--- config.mk ---
export PLATFORM = sky130hd
export DESIGN_NAME = rps_frame_sequencer
export DESIGN_NICKNAME = d
export VERILOG_FILES = /design/src/rtl/rps_frame_sequencer.sv
export SDC_FILE = /design/constraint.sdc
export NUM_CORES = 1
export LEC_CHECK = 0
export ABC_AREA = 1
export BUFFER_PORTS_ARGS = -buffer_cell sky130_fd_sc_hd__buf_4
export CAP_MARGIN = 20
export CORE_MARGIN = 2
export CORE_UTILIZATION = 36
export CTS_BUF_LIST = sky130_fd_sc_hd__clkbuf_4 sky130_fd_sc_hd__clkbuf_8
export DETAILED_ROUTE_END_ITERATION = 16
export HOLD_SLACK_MARGIN = 0.03
export SKIP_LAST_GASP = 1
export SLEW_MARGIN = 20
export SYNTH_ARGS = -nofsm -noshare
export SYNTH_HDL_FRONTEND = slang
export SYNTH_SLANG_ARGS = --single-unit
--- constraint.sdc ---
create_clock -name clk -period 2.05 [get_ports clk]
set_clock_uncertainty 0.1 [all_clocks]
set_input_delay 0.1025 -clock clk [delete_from_list [all_inputs] [get_ports clk]]
set_output_delay 0.1025 -clock clk [all_outputs]
set_load 0.02 [all_outputs]
--- src/rtl/rps_frame_sequencer.sv ---
`default_nettype none
// ============================================================================
// Module  : rps_frame_sequencer
// Purpose : Streams one raster frame through a green threshold, accumulates
//           green statistics and classifies the frame as rock/paper/scissors.
// Revision: 1.0 - initial release
// ============================================================================
module rps_frame_sequencer #(
    parameter int LENGTH            = 48,
    parameter int WIDTH             = 64,
    parameter int LEFT              = 16,
    parameter int LOWER_GREEN_ONE   = 0,
    parameter int UPPER_GREEN_ONE   = 100,
    parameter int LOWER_GREEN_TWO   = 120,
    parameter int UPPER_GREEN_TWO   = 255,
    parameter int LOWER_GREEN_THREE = 0,
    parameter int UPPER_GREEN_THREE = 100,
    parameter int ROCK_MAX_SUM      = 400,
    parameter int PAPER_MIN_SPAN    = 24
) (
    input  logic                       clk,
    input  logic                       rst_n,
    input  logic                       start,
    input  logic                       pix_valid,
    output logic                       pix_ready,
    input  logic [23:0]                pix_data,
    output logic                       busy,
    output logic                       res_valid,
    input  logic                       res_ready,
    output logic [1:0]                 res_class,
    output logic [31:0]                res_sum,
    output logic [31:0]                res_sum_left,
    output logic [$clog2(WIDTH)-1:0]   res_left,
    output logic [$clog2(WIDTH)-1:0]   res_right
);

    localparam int CW = $clog2(WIDTH);
    localparam int RW = $clog2(LENGTH);

    typedef enum logic [1:0] {
        IDLE     = 2'd0,
        SCAN     = 2'd1,
        CLASSIFY = 2'd2,
        DONE     = 2'd3
    } state_t;

    state_t          r_state;
    state_t          w_state_nxt;

    logic [RW-1:0]   r_row;
    logic [CW-1:0]   r_col;
    logic [31:0]     r_sum;
    logic [31:0]     r_sum_left;
    logic [CW-1:0]   r_left_t;
    logic [CW-1:0]   r_right_t;
    logic            r_found;

    logic            w_accept;
    logic            w_green;
    logic            w_col_last;
    logic            w_last_beat;
    logic [CW:0]     w_span;

    // Signed int comparison keeps zero / full-scale bounds free of constant-compare folding.
    function automatic logic in_range(input logic [7:0] v, input int lo, input int hi);
        return (int'(v) >= lo) && (int'(v) <= hi);
    endfunction

    assign w_green = in_range(pix_data[7:0],   LOWER_GREEN_ONE,   UPPER_GREEN_ONE)
                  && in_range(pix_data[15:8],  LOWER_GREEN_TWO,   UPPER_GREEN_TWO)
                  && in_range(pix_data[23:16], LOWER_GREEN_THREE, UPPER_GREEN_THREE);

    assign pix_ready   = (r_state == SCAN);
    assign busy        = (r_state != IDLE);
    assign w_accept    = pix_valid && pix_ready;
    assign w_col_last  = (r_col == CW'(WIDTH - 1));
    assign w_last_beat = w_col_last && (r_row == RW'(LENGTH - 1));
    assign w_span      = {1'b0, r_right_t} - {1'b0, r_left_t} + (CW+1)'(1);

    always_ff @(posedge clk or negedge rst_n) begin
        if (!rst_n) begin
            r_state <= IDLE;
        end else begin
            r_state <= w_state_nxt;
        end
    end

    always_comb begin
        w_state_nxt = r_state;
        case (r_state)
            IDLE:     if (start) w_state_nxt = SCAN;
            SCAN:     if (w_accept && w_last_beat) w_state_nxt = CLASSIFY;
            CLASSIFY: w_state_nxt = DONE;
            DONE:     if (res_ready) w_state_nxt = IDLE;
            default:  w_state_nxt = IDLE;
        endcase
    end

    always_ff @(posedge clk or negedge rst_n) begin
        if (!rst_n) begin
            r_row        <= '0;
            r_col        <= '0;
            r_sum        <= '0;
            r_sum_left   <= '0;
            r_left_t     <= '0;
            r_right_t    <= '0;
            r_found      <= 1'b0;
            res_valid    <= 1'b0;
            res_class    <= '0;
            res_sum      <= '0;
            res_sum_left <= '0;
            res_left     <= '0;
            res_right    <= '0;
        end else begin
            case (r_state)
                IDLE: begin
                    if (start) begin
                        r_row      <= '0;
                        r_col      <= '0;
                        r_sum      <= '0;
                        r_sum_left <= '0;
                        r_left_t   <= CW'(WIDTH - 1);
                        r_right_t  <= '0;
                        r_found    <= 1'b0;
                    end
                end
                SCAN: begin
                    if (w_accept) begin
                        if (w_green) begin
                            r_sum   <= r_sum + 32'd1;
                            r_found <= 1'b1;
                            if (int'(r_col) < LEFT) r_sum_left <= r_sum_left + 32'd1;
                            if (r_col < r_left_t)   r_left_t   <= r_col;
                            if (r_col > r_right_t)  r_right_t  <= r_col;
                        end
                        if (w_col_last) begin
                            r_col <= '0;
                            r_row <= r_row + RW'(1);
                        end else begin
                            r_col <= r_col + CW'(1);
                        end
                    end
                end
                CLASSIFY: begin
                    res_sum      <= r_sum;
                    res_sum_left <= r_sum_left;
                    res_valid    <= 1'b1;
                    if (!r_found) begin
                        res_class <= 2'd3;
                        res_left  <= '0;
                        res_right <= '0;
                    end else begin
                        res_left  <= r_left_t;
                        res_right <= r_right_t;
                        if (r_sum <= 32'(ROCK_MAX_SUM))
                            res_class <= 2'd0;
                        else if (w_span >= (CW+1)'(PAPER_MIN_SPAN))
                            res_class <= 2'd1;
                        else
                            res_class <= 2'd2;
                    end
                end
                DONE: begin
                    if (res_ready) res_valid <= 1'b0;
                end
                default: ;
            endcase
        end
    end

endmodule
`default_nettype wire

==> reports/qor.log, run 1 <==
qor: clock_tree.clk-insertion-delay-late 0.48 ns
qor: die.dieWidth 164.6 um
qor: worst_setup_path.timing.critical_path.to_type flip-flop
qor: grt.antenna_found_initial 0
qor: yosys.syn-cell-area 9284 um^2
qor: flow_run.number_of_max_cap_violations 0
qor: sta.slew_limit_headroom 70.73%
qor: yosys.syn_avg_cell_area 7.673 um^2
qor: clock_tree.cts_tree built
qor: power.leakage 0.005356 uW
qor: placement.port_buffers 106
qor: yosys.async_reset_ff_share 100.0%
qor: min_path.hold_path_class primary input to flip-flop
qor: yosys.synth-edff-count 0
qor: clock_tree.path_clk_slew 0.10 ns
qor: die.core-area 25250 um^2
qor: drt.drc_errors 0
qor: drt.routed_len_inst 15.03 um
qor: yosys.seq_area_frac_synth 45.82%
qor: sta.fin_crit_sh 98.69%
qor: worst_setup_path.crit_path_max_fanout 2
qor: sta.timing_worst_slew_pin_value 0.4374 ns
qor: drt.drt-initial-drc-count 579
qor: grt.first_pass_grt_wire_length 40410 um
qor: yosys.syn_inst 1210
qor: grt.pin_count_of_the_biggest_net_entering_global_routing 68
qor: drt.route.antenna.remaining_nets 0
qor: sta.finalHoldViolations 0
qor: yosys.synth_top_area_share 45.82%
qor: sta.clock.fmax 494.3 MHz
qor: drt.first_pass_iters 8
qor: die.die-height 164.6 um
qor: sta.final.hold.worst_slack 0.06685 ns
qor: drt.vias_per_cell 4.866
qor: clock_tree.ctsLongestPathBuffers 2
qor: sta.time_the_worst_path_needs_with_i_o_delays_and_setup 2.023 ns
qor: yosys.post_synthesis_net_count 1272
qor: outcome.status finished, final reports clean
qor: yosys.netlist-cell-type-count 36
qor: worst_setup_path.timing.critical_path.arrival 2.32 ns
qor: grt.global_route.overflow_total 0
qor: grt.vias_in_the_first_global_route 7960
qor: finish.area_added_between_synthesis_and_finish 24.25%
qor: die.design.portCount 110
qor: worst_setup_path.critical_path_class flip-flop to flip-flop
qor: drt.wl 25660 um
qor: power.irDropWorstVdd 738.5 uV
qor: worst_setup_path.required 2.35 ns
qor: grt.grt_util_all_layers 18.80%
qor: die.die_area 27090 um^2
qor: yosys.postSynthRegisterBits 170
qor: sta.slew_violations 0
qor: finish.final_layout_size_suffix_gt1_share 19.39%
qor: die.start_util 36.76%
qor: clock_tree.cts.htree.levels 4
qor: yosys.synth.top_cells.by_area dfrtp_1 (46%), nand2_1 (14%), nor2_1 (7.1%)
qor: finish.num_antenna_cells 0
qor: clock_tree.tritoncts.num_buffers 17
qor: die.floorplan.rows 58
qor: yosys.synth_top_cell_by_area dfrtp_1
qor: yosys.yosys_most_used_dff dfrtp_1
qor: clock_tree.cts-root-buf clkbuf_8
qor: sta.final-setup-viol-count 0
qor: power.power 13140 uW
qor: worst_setup_path.start_kind flip-flop
qor: placement.hpwlAfterDp 18230 um
qor: sta.rsz0062_at_grt yes
qor: drt.vias 8306
qor: power.powerDensity 1139 nW/um^2
qor: clock_tree.cts_num_sinks 170
qor: finish.final_net_count 1427
qor: yosys.synth_warn 0
qor: placement.finalWeightedCongestion 0.9028
-- critical path: stages (launching register included) --
cell and delay, ns:
dfrtp_1 0.40, ha_1 0.28, inv_1 0.04, ha_1 0.22, fa_2 0.36, nand3_1 0.11
nand3b_1 0.08, nand2_1 0.10, nand2_1 0.06, inv_1 0.04, nand3_1 0.06, a21oi_1 0.12
-- synth_stat cells, types with 3 or more instances --
library cell and instances:
nor2_2 4, nor2_1 175, inv_1 112, buf_6 4
nand3b_1 3, ha_1 32, nor3_1 4, o21ai_1 17
buf_2 8, a21oi_1 54, nand3_1 103, buf_1 5
nand4_1 5, o21bai_1 3, o22ai_1 11, o21ai_0 54
clkbuf_1 14, xor2_1 11, or2_2 9, inv_2 3
dfrtp_1 170, nand2_1 354, mux2_2 26, xnor2_1 15
-- cells by family (layout without fill, tap and decap cells) --
family                   after synthesis  count (layout)  share of synthesized area (%)
buffers and inverters                148             313                          6.469
AO/OA/AOI/OAI                        143             143                          8.154
flip-flops                           170             170                          45.82
AND/OR/NAND/NOR                      664             666                          29.42
adder cells (fa/ha/maj)               33              33                          4.528
XOR/XNOR                              26              26                          2.453
multiplexers                          26              26                          3.154
-- registers in the layout, indices dropped and copies added (netlist names) --
register      flops
r_col             6
r_right_t         6
res_class         2
res_sum_left     32
res_valid         1
res_right         6
r_sum            32
r_found           1
r_left_t          6
r_sum_left       32
res_sum          32
r_state           2
res_left          6
r_row             6
-- per-layer routing --
| metal | global-route usage, % | vias up | share of wire, % |
|---|---|---|---|
| met5 | 0 | - | 0 |
| met4 | 4.704 | 0 | 1.2 |
| met3 | 3.114 | 22 | 3.9 |
| met2 | 30.24 | 212 | 47 |
| met1 | 26.45 | 3886 | 48 |
| li1 | - | 4186 | - |
-- area by class of cell --
class	count	area, um^2
fill	2567	13720
multi-input combinational	894	4553
sequential	170	4257
timing repair buffer	167	1509
inverter	115	431.7
tap	330	412.9
clock buffer	17	234.0
clock inverter	14	137.6
-- through the flow --
stage | setup TNS, ns | util [%] | setup WS (ns) | area (um^2) | cells
global placement | 0 | 42.67 | 0.02139 | 10780 | 1654
detailed placement | 0 | 42.67 | 0.007008 | 10780 | 1654
finish | 0 | 45.67 | 0.02695 | 11530 | 1707
floorplan | 0 | - | 0.06809 | 9284 | 1210
global route | -0.2140 | 45.67 | -0.09089 | 11530 | 1707
CTS | 0 | 44.31 | 0.04142 | 11190 | 1688
-- placed cells by master (no fill, tap or decap), types with 15 or more instances in the layout --
master and instances:
nor2_1 173, clkbuf_8 17, ha_1 25, buf_4 146, nand2_1 354, inv_1 108, xnor2_1 15, nand3_1 101
mux2_2 26, o21ai_0 53, dfrtp_1 168, o21ai_1 17, a21oi_1 54
-- timing repair --
item / 4_1_cts / 5_1_grt
gates cloned: 0 / 8
hold endpoints to repair: 173 / 0
endpoints found under the setup margin: 1 / 78
pin swaps: 0 / 2
resized for setup: 1 / 21
buffers inserted: 0 / 11
hold buffers: 3 / 0
-- final timing paths --
kind                        startpoint      endpoint  slack, ns  cells past startpoint
setup / recovery           r_left_t[1]  res_class[1]       0.03                     11
hold / removal               pix_valid    r_state[1]       0.07                      5
setup reg to reg           r_left_t[1]  res_class[1]       0.03                     11
hold reg to reg                r_found       r_found       0.38                      2
max in group asynchronous        rst_n    r_state[0]       1.39                      3
min in group asynchronous        rst_n    res_sum[5]       0.08                      3
-- power breakdown --
part           internal [uW]  switching (uW)
registers               3940             404
clock network            993            1400
logic                   2750            3640
Note: power is estimated with default switching activity, not from simulation.
==> inputs of run 2 (changes only) <==
clock period = 2.28 ns   (was 2.05 ns; I/O delays follow)
==> reports/qor.log, run 2 (synthesis results as in run 1) <==
qor: power.sw_frac_of_total 41.89%
qor: grt.pin_count_of_the_biggest_net_entering_global_routing 60
qor: power.powerDensity 956.8 nW/um^2
qor: clock_tree.cts-root-buf clkbuf_8
qor: grt.first_pass_grt_wire_length 39720 um
qor: finish.post-route-util 43.69%
qor: die.core-area 25250 um^2
qor: worst_setup_path.timing.critical_path.arrival 2.37 ns
qor: power.leakage 0.005122 uW
qor: drt.drc_errors 0
qor: drt.first_pass_iters 5
qor: drt.route.antenna.remaining_nets 0
qor: worst_setup_path.required 2.57 ns
qor: finish.num_antenna_cells 0
qor: grt.global_route.overflow_total 0
qor: power.net-switching-power 4422 uW
qor: finish.layoutNonFillerInstCount 1676
qor: sta.final.hold.worst_slack 0.05635 ns
qor: sta.clock.fmax 480.9 MHz
qor: min_path.timing.hold.worst_endpoint r_state[1]
qor: placement.total_placed_instance_area 10610 um^2
qor: sta.fin_crit_sh 91.20%
qor: drt.vias_per_cell 4.838
qor: power.cellInternalPower 6135 uW
qor: worst_setup_path.worst_r2r_path_depth 12
qor: min_path.worst_hold_path.num_cells 5
qor: worst_setup_path.timing.critical_path.to_type flip-flop
qor: clock_tree.path_clk_slew 0.10 ns
qor: finish.final_layout_size_suffix_gt1_share 16.42%
qor: sta.finalHoldViolations 0
qor: finish.layout.filler_cells 2642
qor: worst_setup_path.start_kind flip-flop
qor: clock_tree.tritoncts.num_buffers 17
qor: sta.finalSetupTns 0 ns
qor: finish.mostFrequentLayoutCell nand2_1
qor: drt.wl 23830 um
qor: grt.vias_in_the_first_global_route 7902
qor: sta.final-setup-viol-count 0
qor: worst_setup_path.crit-reg2reg-capture res_class[0]
qor: power.clock_power_share 19.4%
qor: die.dieWidth 164.6 um
qor: outcome.status finished, final reports clean
qor: sta.slew_limit_headroom 67.85%
qor: die.start_util 36.76%
qor: placement.hpwlAfterDp 17820 um
qor: drt.routed_len_inst 14.22 um
qor: finish.final_cell_area 11030 um^2
qor: sta.time_the_worst_path_needs_with_i_o_delays_and_setup 2.079 ns
qor: clock_tree.clk-insertion-delay-late 0.47 ns
qor: grt.antenna_found_initial 0
qor: drt.vias 8109
qor: finish.final_net_count 1396
qor: sta.slew_violations 0
qor: finish.most-common-layout-cells nand2_1 (354), nor2_1 (174), dfrtp_1 (170)
qor: clock_tree.cts.htree.levels 4
qor: sta.timing_worst_slew_pin_value 0.4823 ns
qor: flow_run.number_of_max_cap_violations 0
qor: clock_tree.ctsLongestPathBuffers 2
qor: min_path.timing.hold.worst.start pix_valid
qor: power.irDropWorstVdd 664.0 uV
qor: worst_setup_path.r2r_start r_left_t[3]
qor: clock_tree.cts_tree built
qor: drt.drt-initial-drc-count 539
qor: placement.port_buffers 106
qor: placement.finalWeightedCongestion 0.9186
qor: min_path.hold_path_class primary input to flip-flop
qor: die.floorplan.rows 58
qor: die.die-height 164.6 um
qor: worst_setup_path.reg2reg_slack 0.20 ns
qor: die.design.portCount 110
qor: power.seq_power_share 36.8%
qor: clock_tree.cts_num_sinks 170
qor: sta.rsz0062_at_grt no
qor: grt.grt_util_all_layers 18.54%
qor: worst_setup_path.crit_path_max_fanout 5
qor: die.die_area 27090 um^2
qor: finish.area_added_between_synthesis_and_finish 18.84%
qor: worst_setup_path.critical_path_class flip-flop to flip-flop
qor: power.combPwrFrac 43.7%
qor: placement.place_inst 1640
==> run 2: per-stage QoR <==
step,setup slack [ns],power [uW]
after global routing,0.006588,11370
after global placement,0.1771,8502
final,0.2007,10560
after detailed placement,0.1433,8566
after CTS,0.1079,10660
after floorplan,0.2981,6890
==> run 2: what timing repair did <==
| action | CTS | global route |
|---|---|---|
| hold endpoints to repair | 173 | 0 |
| hold buffers | 3 | 0 |
| resized for setup | 0 | 3 |
| setup endpoints to repair | 0 | 14 |
| setup buffers | 0 | 2 |
==> run 2: final cells by class <==
type / count / area [um^2] / share of cell area, %
clock inverter: 13 / 120.1 / 1.089
sequential: 170 / 4254 / 38.56
clock buffer: 18 / 241.5 / 2.189
inverter: 115 / 431.7 / 3.912
timing repair buffer: 138 / 1124 / 10.18
tap: 330 / 412.9 / 3.742
multi-input combinational: 892 / 4449 / 40.33
==> run 2: power by group through the flow <==
stage	Sequential, uW	Clock [uW]	Combinational [uW]
after floorplan	4360	0	2530
after global placement	3950	0	4550
after detailed placement	3950	0	4620
after CTS	3900	2120	4650
after global routing	3960	2240	5170
final	3890	2050	4620
==> run 2: metal layers <==
metal | global-route usage [%] | wire length (um) | vias to the layer above
li1 | - | - | 4121
met1 | 25.73 | 11610 | 3783
met2 | 30.07 | 10950 | 179
met3 | 2.788 | 869 | 26
met4 | 5.415 | 394 | 0
met5 | 0 | 0 | -
==> run 2: worst max path at each step <==
stage / from / end / cells past startpoint / slack (ns)
floorplan: r_state[1] / r_col[5] / 12 / 0.30
global placement: r_state[0] / r_left_t[3] / 11 / 0.18
detailed placement: r_state[1] / r_left_t[1] / 11 / 0.14
CTS: r_state[1] / r_left_t[1] / 11 / 0.11
global route: r_left_t[3] / res_class[1] / 13 / 0.007
finish: r_left_t[3] / res_class[0] / 12 / 0.20
==> run 2: critical path, cell delays in order (launching register included) <==
cell and delay (ns):
dfrtp_1 0.38, inv_1 0.15, ha_1 0.26, ha_1 0.36, nand2_1 0.10, nand2_1 0.06, nand2_1 0.08, nand3_1 0.09
nand2_1 0.08, nand2_1 0.07, nand3_1 0.07, nand2_1 0.05, a21oi_1 0.13
